[src/rtl/pred_pkg.sv]
// Shared constants and helpers for the predictor datapath: sample range
// constants, derived widths and the mod*_R wrap used by several stages.
package pred_pkg;

    localparam int unsigned D_DEF = 32'd12;

    function automatic int unsigned s_mid_of(input int unsigned d);
        return 32'd1 << (d - 32'd1);
    endfunction

    function automatic int unsigned s_tilde_max_of(input int unsigned d);
        return (32'd1 << (d + 32'd1)) - 32'd1;
    endfunction

    function automatic int unsigned offset_of(input int unsigned d);
        return (32'd1 << d) + 32'd1;
    endfunction

    localparam int unsigned S_MID       = s_mid_of(D_DEF);
    localparam int unsigned S_TILDE_MAX = s_tilde_max_of(D_DEF);
    localparam int unsigned OFFSET      = offset_of(D_DEF);

    function automatic int unsigned lsum_w(input int unsigned d);
        return d + 32'd2;
    endfunction

    function automatic int unsigned diff_w(input int unsigned d);
        return d + 32'd3;
    endfunction

    function automatic int unsigned term_w(input int unsigned vw, input int unsigned d,
                                           input int unsigned om);
        int unsigned m;
        m = (vw > (d + 32'd3 + om)) ? vw : (d + 32'd3 + om);
        return m + 32'd1;
    endfunction

    // Keep the low r bits and sign-extend from bit r-1 (two's complement wrap).
    function automatic logic signed [63:0] mod_r(input logic signed [127:0] value, input int r);
        logic signed [63:0] res;
        res = value[63:0];
        for (int i = 0; i < 64; i++) begin
            if (i >= r) begin
                res[i] = value[r-1];
            end
        end
        return res;
    endfunction

endpackage

[src/rtl/pred_clip.sv]
// Limits a signed value to the unsigned range [0, 2^OUT_W-1]; bounds pass unchanged.
module pred_clip #(
    parameter int unsigned IN_W  = 33,
    parameter int unsigned OUT_W = 13
) (
    input  logic signed [IN_W-1:0] val_i,
    output logic [OUT_W-1:0]       val_o
);

    localparam logic signed [IN_W-1:0] HI = IN_W'((65'd1 << OUT_W) - 65'd1);

    // Saturate below zero and above the upper bound.
    always_comb begin
        val_o = '0;
        if (val_i[IN_W-1]) begin
            val_o = '0;
        end else if (val_i > HI) begin
            val_o = HI[OUT_W-1:0];
        end else begin
            val_o = val_i[OUT_W-1:0];
        end
    end

endmodule

[src/rtl/pred_sample_calc.sv]
// Turns the predicted central local difference and local sum into the scaled
// predicted sample s~ and predicted sample s^ through two register stages.
module pred_sample_calc
    import pred_pkg::*;
#(
    parameter int unsigned D         = 12,
    parameter int unsigned OMEGA     = 16,
    parameter int unsigned VEC_WIDTH = 49,
    parameter int unsigned R         = 32
) (
    input  logic                        clk,
    input  logic                        rst_n,
    input  logic                        vec_en_i,
    input  logic signed [VEC_WIDTH-1:0] vec_i,
    input  logic [D+1:0]                lsum_i,
    input  logic                        first_t_i,
    input  logic                        band_zero_i,
    input  logic [D-1:0]                prev_band_s_i,
    output logic                        s_tilde_en_o,
    output logic [D:0]                  s_tilde_o,
    output logic [D-1:0]                s_hat_o
);

    localparam int unsigned DIFF_W = diff_w(D);
    localparam int unsigned TERM_W = term_w(VEC_WIDTH, D, OMEGA);

    localparam logic signed [DIFF_W-1:0] FOUR_S_MID = DIFF_W'(32'd4 * s_mid_of(D));
    localparam logic [D:0]               TWO_S_MID  = (D+1)'(32'd2 * s_mid_of(D));
    localparam logic signed [R:0]        OFFSET_W   = (R+1)'(offset_of(D));

    logic signed [DIFF_W-1:0] diff_s;
    logic signed [TERM_W-1:0] term_s;
    logic signed [127:0]      term_wide_s;
    logic signed [63:0]       mod_res_s;
    logic signed [R-1:0]      m_d;

    logic signed [R-1:0] m_q;
    logic                v1_q;
    logic                first_q;
    logic                bz_q;
    logic [D-1:0]        prev_q;

    logic signed [R-1:0] q_s;
    logic signed [R:0]   p_s;
    logic [D:0]          clip_s;
    logic [D:0]          s_tilde_d;

    logic       s_tilde_en_q;
    logic [D:0] s_tilde_q;
    logic [D-1:0] s_hat_q;

    // Stage 1 arithmetic: centre the local sum, align it to the weight scale, wrap to R bits.
    always_comb begin
        diff_s      = $signed({1'b0, lsum_i}) - FOUR_S_MID;
        term_s      = TERM_W'(vec_i) + (TERM_W'(diff_s) <<< OMEGA);
        term_wide_s = 128'(term_s);
        mod_res_s   = mod_r(term_wide_s, int'(R));
        m_d         = mod_res_s[R-1:0];
    end

    // Stage 2 arithmetic: floor divide, re-offset, clip, then the t=0 bypass.
    always_comb begin
        q_s = m_q >>> (OMEGA + 32'd1);
        p_s = (R+1)'(q_s) + OFFSET_W;
        if (first_q) begin
            s_tilde_d = bz_q ? TWO_S_MID : {prev_q, 1'b0};
        end else begin
            s_tilde_d = clip_s;
        end
    end

    pred_clip #(
        .IN_W  (R + 32'd1),
        .OUT_W (D + 32'd1)
    ) u_clip (
        .val_i (p_s),
        .val_o (clip_s)
    );

    // Pipeline registers; each stage loads only when its valid is set.
    always_ff @(posedge clk) begin
        if (!rst_n) begin
            v1_q         <= 1'b0;
            m_q          <= '0;
            first_q      <= 1'b0;
            bz_q         <= 1'b0;
            prev_q       <= '0;
            s_tilde_en_q <= 1'b0;
            s_tilde_q    <= '0;
            s_hat_q      <= '0;
        end else begin
            v1_q         <= vec_en_i;
            s_tilde_en_q <= v1_q;
            if (vec_en_i) begin
                m_q     <= m_d;
                first_q <= first_t_i;
                bz_q    <= band_zero_i;
                prev_q  <= prev_band_s_i;
            end else begin
                m_q     <= m_q;
                first_q <= first_q;
                bz_q    <= bz_q;
                prev_q  <= prev_q;
            end
            if (v1_q) begin
                s_tilde_q <= s_tilde_d;
                s_hat_q   <= s_tilde_d[D:1];
            end else begin
                s_tilde_q <= s_tilde_q;
                s_hat_q   <= s_hat_q;
            end
        end
    end

    assign s_tilde_en_o = s_tilde_en_q;
    assign s_tilde_o    = s_tilde_q;
    assign s_hat_o      = s_hat_q;

endmodule

[config.mk]
export PLATFORM = sky130hd
export DESIGN_NAME = pred_sample_calc
export DESIGN_NICKNAME = d
export VERILOG_FILES = /design/src/rtl/pred_pkg.sv /design/src/rtl/pred_clip.sv /design/src/rtl/pred_sample_calc.sv
export SDC_FILE = /design/constraint.sdc
export NUM_CORES = 1
export LEC_CHECK = 0
export ABC_AREA = 1
export CORE_UTILIZATION = 41
export DETAILED_ROUTE_END_ITERATION = 16
export GPL_TIMING_DRIVEN = 1
export PLACE_DENSITY_LB_ADDON = 0.25
export SYNTH_ARGS = -nofsm -noshare
export SYNTH_HDL_FRONTEND = slang
export SYNTH_HIERARCHICAL = 1
export SYNTH_SLANG_ARGS = --single-unit
[constraint.sdc]
create_clock -name clk -period 4.76 [get_ports clk]
set_input_delay 1.428 -clock clk [delete_from_list [all_inputs] [get_ports clk]]
set_output_delay 1.428 -clock clk [all_outputs]
set_load 0.01 [all_outputs]
==> flow_metrics.py <==
metrics = {
    "detailed_routing": {
        "post_drt_wl_per_cell_um": 10.43,
        "routed_wl_um": 7277,
        "met2_length_um": 3466,
        "top_layer_used": "met4",
        "vias_per_cell": 4.729,
        "met1Wirelength_um": 3584,
        "ant_nets": 0,
        "drc": 0,
        "initialDrtViolationCount": 162,
        "firstDrtPassIters": 8,
        "wl_met3_um": 189,
        "num_vias": 3301,
    },
    "outcome": {
        "outcome": "finished clean",
    },
    "global_route": {
        "track_usage": 0.1831,
        "grt_antenna_before_repair": 0,
        "gr-total-overflow": 0,
        "grt_max_degree": 40,
        "grt_pass1_wl_um": 12830,
        "grt_pass1_vias": 2990,
    },
    "floorplanning": {
        "fp.dieArea_mm2": 0.008420,
        "ioPinCount": 106,
        "die_x_um": 91.76,
        "initial_core_util": 0.4253,
        "die_h_um": 91.76,
        "rows": 32,
        "core_mm2": 0.007767,
    },
    "yosys": {
        "yosysMostFrequentCell": "nand2_1",
        "synthTopCellsByArea": "dfxtp_1, nand2_1, inv_1",
        "syn_area_per_cell_um2": 6.083,
        "ys_ff_latch": 44,
        "syn-num-nets": 639,
        "synth_top_area_frac": 0.2667,
        "ys.flop_type": "dfxtp_1",
        "synth_area_mm2": 0.003303,
        "seq_area_frac_synth": 0.2667,
        "yosysWarnings": 6,
        "syn_inst": 543,
        "yosysUniqueCellTypes": 29,
        "async_flop_share": 0,
        "synth_edf_count": 0,
        "yosys.area.top_type": "dfxtp_1",
        "ys_top_cells_by_count": "nand2_1, inv_1, nor2_1",
    },
    "timing": {
        "hold_ws_ps": 459.1,
        "relSlewSlack": 0.2768,
        "finalCriticalPeriod_ps": 3390,
        "rsz0062_at_grt": "false",
        "max_freq_mhz": 295.0,
        "setup-tns-final_ps": 0,
        "finalHoldViolations": 0,
        "finalCritPeriodShare": 0.7121,
        "finalSetupViolCount": 0,
        "max_slew.worst_pin.slew_ps": 1079,
        "finClkSkew_ps": 7.850,
        "finalMaxSlewViolations": 0,
    },
    "setup_path": {
        "start_kind": "input port",
        "worstPathMaxFanout": 39,
        "worstPathArrival_ps": 3530,
        "required_ps": 4900,
        "critPathCaptureType": "flip-flop",
        "crit_type": "in2reg",
        "r2r_slack_ps": 1790,
    },
    "pwr": {
        "p_per_area_mw_per_mm2": 251.5,
        "peakVddDrop_uv": 148.2,
        "p_leak_nw": 2.026,
    },
    "place": {
        "gp_congestion": 0.8752,
        "dp_hpwl_um": 5866,
        "io_buffer_count": 72,
        "place_inst": 690,
    },
    "finish": {
        "syn_to_final_growth_pct": 24.73,
        "layout.nets": 691,
        "drive_gt1_frac": 0.04362,
        "final_cells": 698,
        "fillCellCount": 814,
        "antennaDiodeCount": 0,
    },
    "cts": {
        "cts.hold.buffers_added": 0,
        "cts_resized": 0,
        "cts_tree": "yes",
        "clk_latency_ps": 300,
        "numCtsBuffers": 5,
        "clock_sinks": 44,
        "htree_levels": 2,
        "clockBufferDepth": 2,
        "clock-root-buffer": "clkbuf_8",
        "cts_setup_buffers": 0,
        "clk_pin_slew_ps": 90,
    },
    "run": {
        "maxCapViolations": 0,
    },
    "worst_hold_path": {
        "hold_path.class": "reg2reg",
    },
}
[path summary, 6_finish.rpt]
path / cells past startpoint / to / start
min: 2 / prev_q[1] / prev_q[1]
min reg2reg: 2 / prev_q[1] / prev_q[1]
max reg2reg: 12 / s_tilde_o[12] / m_q[19]
max: 4 / prev_q[10] / vec_en_i
[registers in the layout (all words and copies together) (netlist names)]
register	cells
first_q	1
bz_q	1
prev_q	12
s_tilde_o	13
v1_q	1
s_tilde_en_o	1
m_q	15
[cells in the final DEF, fill, tap and decap left out, drive strengths merged, types with 5 or more instances in the layout]
master / n
a21oi: 34
xor2: 17
inv: 87
nand2: 171
clkbuf: 5
nand3: 36
dfxtp: 44
nand4: 6
o21ai: 35
nor2: 57
ha: 15
clkdlybuf4s50: 72
[layout make-up]
class	count	area, µm²	share of cell area
Tap cell	102	127.6	0.03097
Multi-Input combinational cell	385	1946	0.4722
Clock inverter	3	46.29	0.01124
Inverter	86	322.8	0.07835
Timing Repair Buffer	73	728.2	0.1767
Sequential cell	44	880.8	0.2138
Clock buffer	5	68.82	0.01670
[where the power goes]
part | internal, mW | switching [mW] | leakage, nW | total [mW]
logic | 0.145 | 0.177 | 1.61 | 0.322
clock network | 0.158 | 0.136 | 0.0548 | 0.294
registers | 0.398 | 0.0228 | 0.365 | 0.420
[routing by layer]
| layer | vias up | track usage |
|---|---|---|
| li1 | 1770 | - |
| met1 | 1464 | 0.2401 |
| met2 | 63 | 0.3214 |
| met3 | 4 | 0.02239 |
| met4 | 0 | 0.03906 |
| met5 | - | 0 |
[through the flow]
step	setup WS [ps]	total power, mW	utilization	area (µm²)
floorplan	1890	0.6458	-	3303
finish	1370	1.036	0.5304	4120
global route	1132	1.111	0.5304	4120
CTS	1388	1.043	0.5304	4120
detailed placement	1063	0.7507	0.5156	4005
global placement	1069	0.7440	0.5156	4005
[critical path, stage by stage]
cell	delay (ps)
clkdlybuf4s50_1	970
inv_1	690
o21ai_0	360
a21oi_1	60
[kinds of logic after synthesis]
kind of cell               share of synthesized area
AOI/OAI and AO/OA                             0.1117
adders and majority gates                    0.06288
DFF                                           0.2667
buffers and inverters                         0.1455
and+or+nand+nor                               0.3602
xor gates and xnor gates                     0.05303
Power figures use the tool's default switching activity.
==> RTL change 1 (same flow settings) <==
Change the parameter `D` from 12 to 24.
--- a/src/rtl/pred_sample_calc.sv
+++ b/src/rtl/pred_sample_calc.sv
@@ -3,7 +3,7 @@
 module pred_sample_calc
     import pred_pkg::*;
 #(
-    parameter int unsigned D         = 12,
+    parameter int unsigned D         = 24,
     parameter int unsigned OMEGA     = 16,
     parameter int unsigned VEC_WIDTH = 49,
     parameter int unsigned R         = 32
Interface: changed (resized lsum_i, prev_band_s_i, s_hat_o and s_tilde_o); port bits go from 106 to 154. No check against the original RTL was run, so the function may have changed too.
==> RTL change 1 against the unedited design <==
- sequential power rose by 52%
- worst setup slack improved by 400 ps
- final cell count rose by 28%
- highest routed layer unchanged
- design area rose by 37%
- total power rose by 45%
- sequential cell count rose by 24
- routed wire length rose by 43%
- area after synthesis rose by 34%
==> RTL change 1: results (changes against the unedited design) <==
{
  "drt": {
    "met3WireLength": {"value": 349, "unit": "µm", "change": "was 189 µm"},
    "drtIter0Drc": {"value": 167, "change": "was 162"},
    "drt-pass1-iter-count": {"value": 4, "change": "was 8"},
    "route.met2.wl": {"value": 5260, "unit": "µm", "change": "was 3470 µm"},
    "via_density_per_instance": {"value": 4.73, "change": "about the same"}
  },
  "pwr": {
    "ir_worst_vdd": {"value": 0.197, "unit": "mV", "change": "was 0.148 mV"},
    "cell_pwr_density": {"value": 267, "unit": "nW/µm²", "change": "was 252 nW/µm²"}
  },
  "placement": {
    "routabilityCongestion": {"value": 0.799, "change": "was 0.875"},
    "place.detailed.instances": {"value": 878, "change": "was 690"}
  },
  "layout": {
    "fin_nets": {"value": 873, "change": "was 691"},
    "num-fill-cells": {"value": 1049, "change": "was 814"}
  },
  "outcome": {
    "outcome": {"value": "completed", "change": "unchanged"}
  },
  "synthesis": {
    "synth_cell_type_count": {"value": 36, "change": "was 29"},
    "synth.yosys.seq_area_share": {"value": 30.7, "unit": "%", "change": "was 26.7%"}
  },
  "grt": {
    "gr-usage-met3": {"value": 4.17, "unit": "%", "change": "was 2.24%"},
    "grt_pass1_wl": {"value": 18000, "unit": "µm", "change": "was 12800 µm"},
    "groute.layer.met2.usage": {"value": 36.7, "unit": "%", "change": "was 32.1%"},
    "grt_max_degree": {"value": 57, "change": "was 40"}
  },
  "clock_network": {
    "ctsHtreeMaxLevel": {"value": 3, "change": "was 2"},
    "numCtsBuffers": {"value": 9, "change": "was 5"},
    "cts.clk_slew.worst_paths": {"value": 70, "unit": "ps", "change": "was 90 ps"}
  },
  "worst_setup_path": {
    "crit_path_max_fanout": {"value": 3, "change": "was 39"},
    "timing.reg2reg.worst_path_depth": {"value": 4, "change": "was 12"},
    "setup.worst_path.end": {"value": "m_q[28]$_SDFFE_PN0P_", "change": "was prev_q[10]$_SDFFE_PN0P_"}
  },
  "min_path": {
    "timing.hold.worst.start": {"value": "prev_q[11]$_SDFFE_PN0P_", "change": "was prev_q[1]$_SDFFE_PN0P_"}
  },
  "sta": {
    "final.setup.worst_slack": {"value": 1770, "unit": "ps", "change": "was 1370 ps"}
  }
}
[RTL change 1: layout make-up]
type,count,share of cell area (%)
Multi-Input combinational cell,438,41.0
Sequential cell,68,24.1
Tap cell,136,3.01
Inverter,122,8.11
Clock inverter,6,1.60
Clock buffer,9,2.19
Timing Repair Buffer,114,19.9
[RTL change 1: logic make-up (layout without fill, tap and decap cells)]
| family | Yosys count | after routing | share of synthesized area (%) |
|---|---|---|---|
| AO/OA/AOI/OAI | 137 | 137 | 17.3 |
| XOR/XNOR | 19 | 19 | 3.92 |
| adder cells (fa/ha/maj) | 16 | 16 | 4.68 |
| buffers and inverters | 176 | 251 | 17.7 |
| flip-flops | 68 | 68 | 30.7 |
| other | 1 | 8 | 0.0844 |
| AND/OR/NAND/NOR | 258 | 258 | 25.7 |
[RTL change 1: power by group]
group	internal, mW	switching, mW
clock network	0.293	0.225
logic	0.163	0.189
registers	0.608	0.0299
total	1.06	0.444
==> RTL change 2 (same settings) <==
Without the edit above. Register the output `s_hat_o` once more; this adds one clock of latency there. The other outputs are not delayed to match.
--- a/src/rtl/pred_sample_calc.sv
+++ b/src/rtl/pred_sample_calc.sv
@@ -114,7 +114,13 @@
 
     assign s_tilde_en_o = s_tilde_en_q;
     assign s_tilde_o    = s_tilde_q;
-    assign s_hat_o      = s_hat_q;
+    always_ff @(posedge clk) begin
+        if (!rst_n) begin
+            s_hat_o <= '0;
+        end else begin
+            s_hat_o <= s_hat_q;
+        end
+    end
 
 endmodule
 
Behaviour: not the same (Yosys sat finds a counterexample within 4 cycles, from zero or initial values and one cycle with rst_n low).
==> RTL change 2 against the unedited design <==
- final cell count increased by 1.4%
- routed wire length increased by 1.9%
- area after synthesis increased by 5.3%
- first-iteration DRC count decreased by 34%
- worst setup slack improved by 520 ps
- design area increased by 6.3%
- core utilization increased by 0.25 points
- register-to-register slack improved by 300 ps
- via count increased by 1.6%
- sequential cell count increased by 12
- global-route usage decreased by 0.26 points
- combinational power decreased by 3%
- total power increased by 6.2%
- clock skew increased by 1.1 ps
- largest cell class unchanged
- highest routed layer unchanged
==> RTL change 2: results (changes against the unedited design) <==
{
  "outcome": {
    "outcome": {"value": "completed", "change": "unchanged"}
  },
  "worst_setup_path": {
    "worst_r2r_startpoint": {"value": "m_q[18]$_SDFFE_PN0P_", "change": "was m_q[19]$_SDFFE_PN0P_"},
    "critical-path-max-stage-delay": {"value": 400, "unit": "ps", "change": "was 970 ps"},
    "rr_endpoint": {"value": "s_tilde_o[7]$_SDFFE_PN0P_", "change": "was s_tilde_o[12]$_SDFFE_PN0P_"},
    "arrival": {"value": 3070, "unit": "ps", "change": "was 3530 ps"},
    "timing.reg2reg.worst_path_depth": {"value": 16, "change": "was 12"},
    "reg2reg_slack": {"value": 2090, "unit": "ps", "change": "was 1790 ps"},
    "critPathTopFamily": {"value": "simple AND/OR/NAND/NOR gates", "change": "was buffers and inverters"}
  },
  "sta": {
    "slew-limit-headroom": {"value": 40.0, "unit": "%", "change": "was 27.7%"},
    "clock_skew": {"value": 8.98, "unit": "ps", "change": "was 7.85 ps"}
  },
  "grt": {
    "grt_pass1_wl": {"value": 13000, "unit": "µm", "change": "was 12800 µm"},
    "vias_in_the_first_global_route": {"value": 3133, "change": "was 2990"},
    "grt_max_degree": {"value": 35, "change": "was 40"}
  },
  "drt": {
    "drt-pass1-iter-count": {"value": 4, "change": "was 8"},
    "drtIter0Drc": {"value": 107, "change": "was 162"}
  },
  "placement": {
    "detailedPlacementHpwl": {"value": 5860, "unit": "µm", "change": "was 5870 µm"},
    "place.detailed.instances": {"value": 700, "change": "was 690"},
    "place_area": {"value": 4290, "unit": "µm²", "change": "was 4010 µm²"}
  },
  "synthesis": {
    "synth.yosys.seq_area_share": {"value": 32.2, "unit": "%", "change": "was 26.7%"},
    "synthCells": {"value": 536, "change": "was 543"},
    "synth_xor_area_share": {"value": 5.04, "unit": "%", "change": "was 5.30%"},
    "postSynthNetCount": {"value": 632, "change": "was 639"},
    "synth_cell_type_count": {"value": 31, "change": "was 29"},
    "synth-adder-area-share": {"value": 5.97, "unit": "%", "change": "was 6.29%"}
  },
  "min_path": {
    "worst_hold_path.endpoint": {"value": "s_hat_o[11]$_SDFF_PN0_", "change": "was prev_q[1]$_SDFFE_PN0P_"}
  },
  "pwr": {
    "p_leak": {"value": 2.17, "unit": "nW", "change": "was 2.03 nW"}
  }
}
[RTL change 2: kinds of logic (layout without fill, tap and decap cells)]
kind of cell	Yosys count	in the layout
simple gates	261	261
buf+inv	113	180
compound gates	70	70
flops	56	56
xor+xnor	20	20
fa+ha+maj	16	16
[RTL change 2: worst max-delay path by stage]
| stage | endpoint | start | slack (ps) |
|---|---|---|---|
| after floorplan | s_tilde_o[2]$_SDFFE_PN0P_ | m_q[21]$_SDFFE_PN0P_ | 1950 |
| after global placement | m_q[31]$_SDFFE_PN0P_ | vec_i[26] | 1570 |
| after detailed placement | m_q[26]$_SDFFE_PN0P_ | lsum_i[0] | 1560 |
| after CTS | m_q[26]$_SDFFE_PN0P_ | lsum_i[0] | 1880 |
| after global routing | m_q[31]$_SDFFE_PN0P_ | lsum_i[10] | 1660 |
| final | m_q[31]$_SDFFE_PN0P_ | vec_i[25] | 1890 |
[RTL change 2: area by class of cell]
type	instances	area (µm²)	area share (%)
sequential	56	1120	25.6
clock buffer	5	68.8	1.57
multi-input combinational	367	1930	44.0
inverter	96	360	8.23
tap	105	131	3.00
clock inverter	3	21.3	0.486
timing repair buffer	76	751	17.1
[RTL change 2: power groups by stage]
stage	Sequential (mW)	Clock, mW	Combinational [mW]
after global routing	0.532	0.287	0.360
final	0.527	0.261	0.313
after detailed placement	0.538	0	0.314
after floorplan	0.538	0	0.203
after global placement	0.537	0	0.308
after CTS	0.528	0.269	0.315
[RTL change 2: metal layers]
layer,share of wire [%],GRT usage [%],routed length [µm]
met2,49,32.8,3600
met5,0,0,0
met3,3.3,3.32,247
met4,0.36,2.18,27
met1,48,22.5,3540
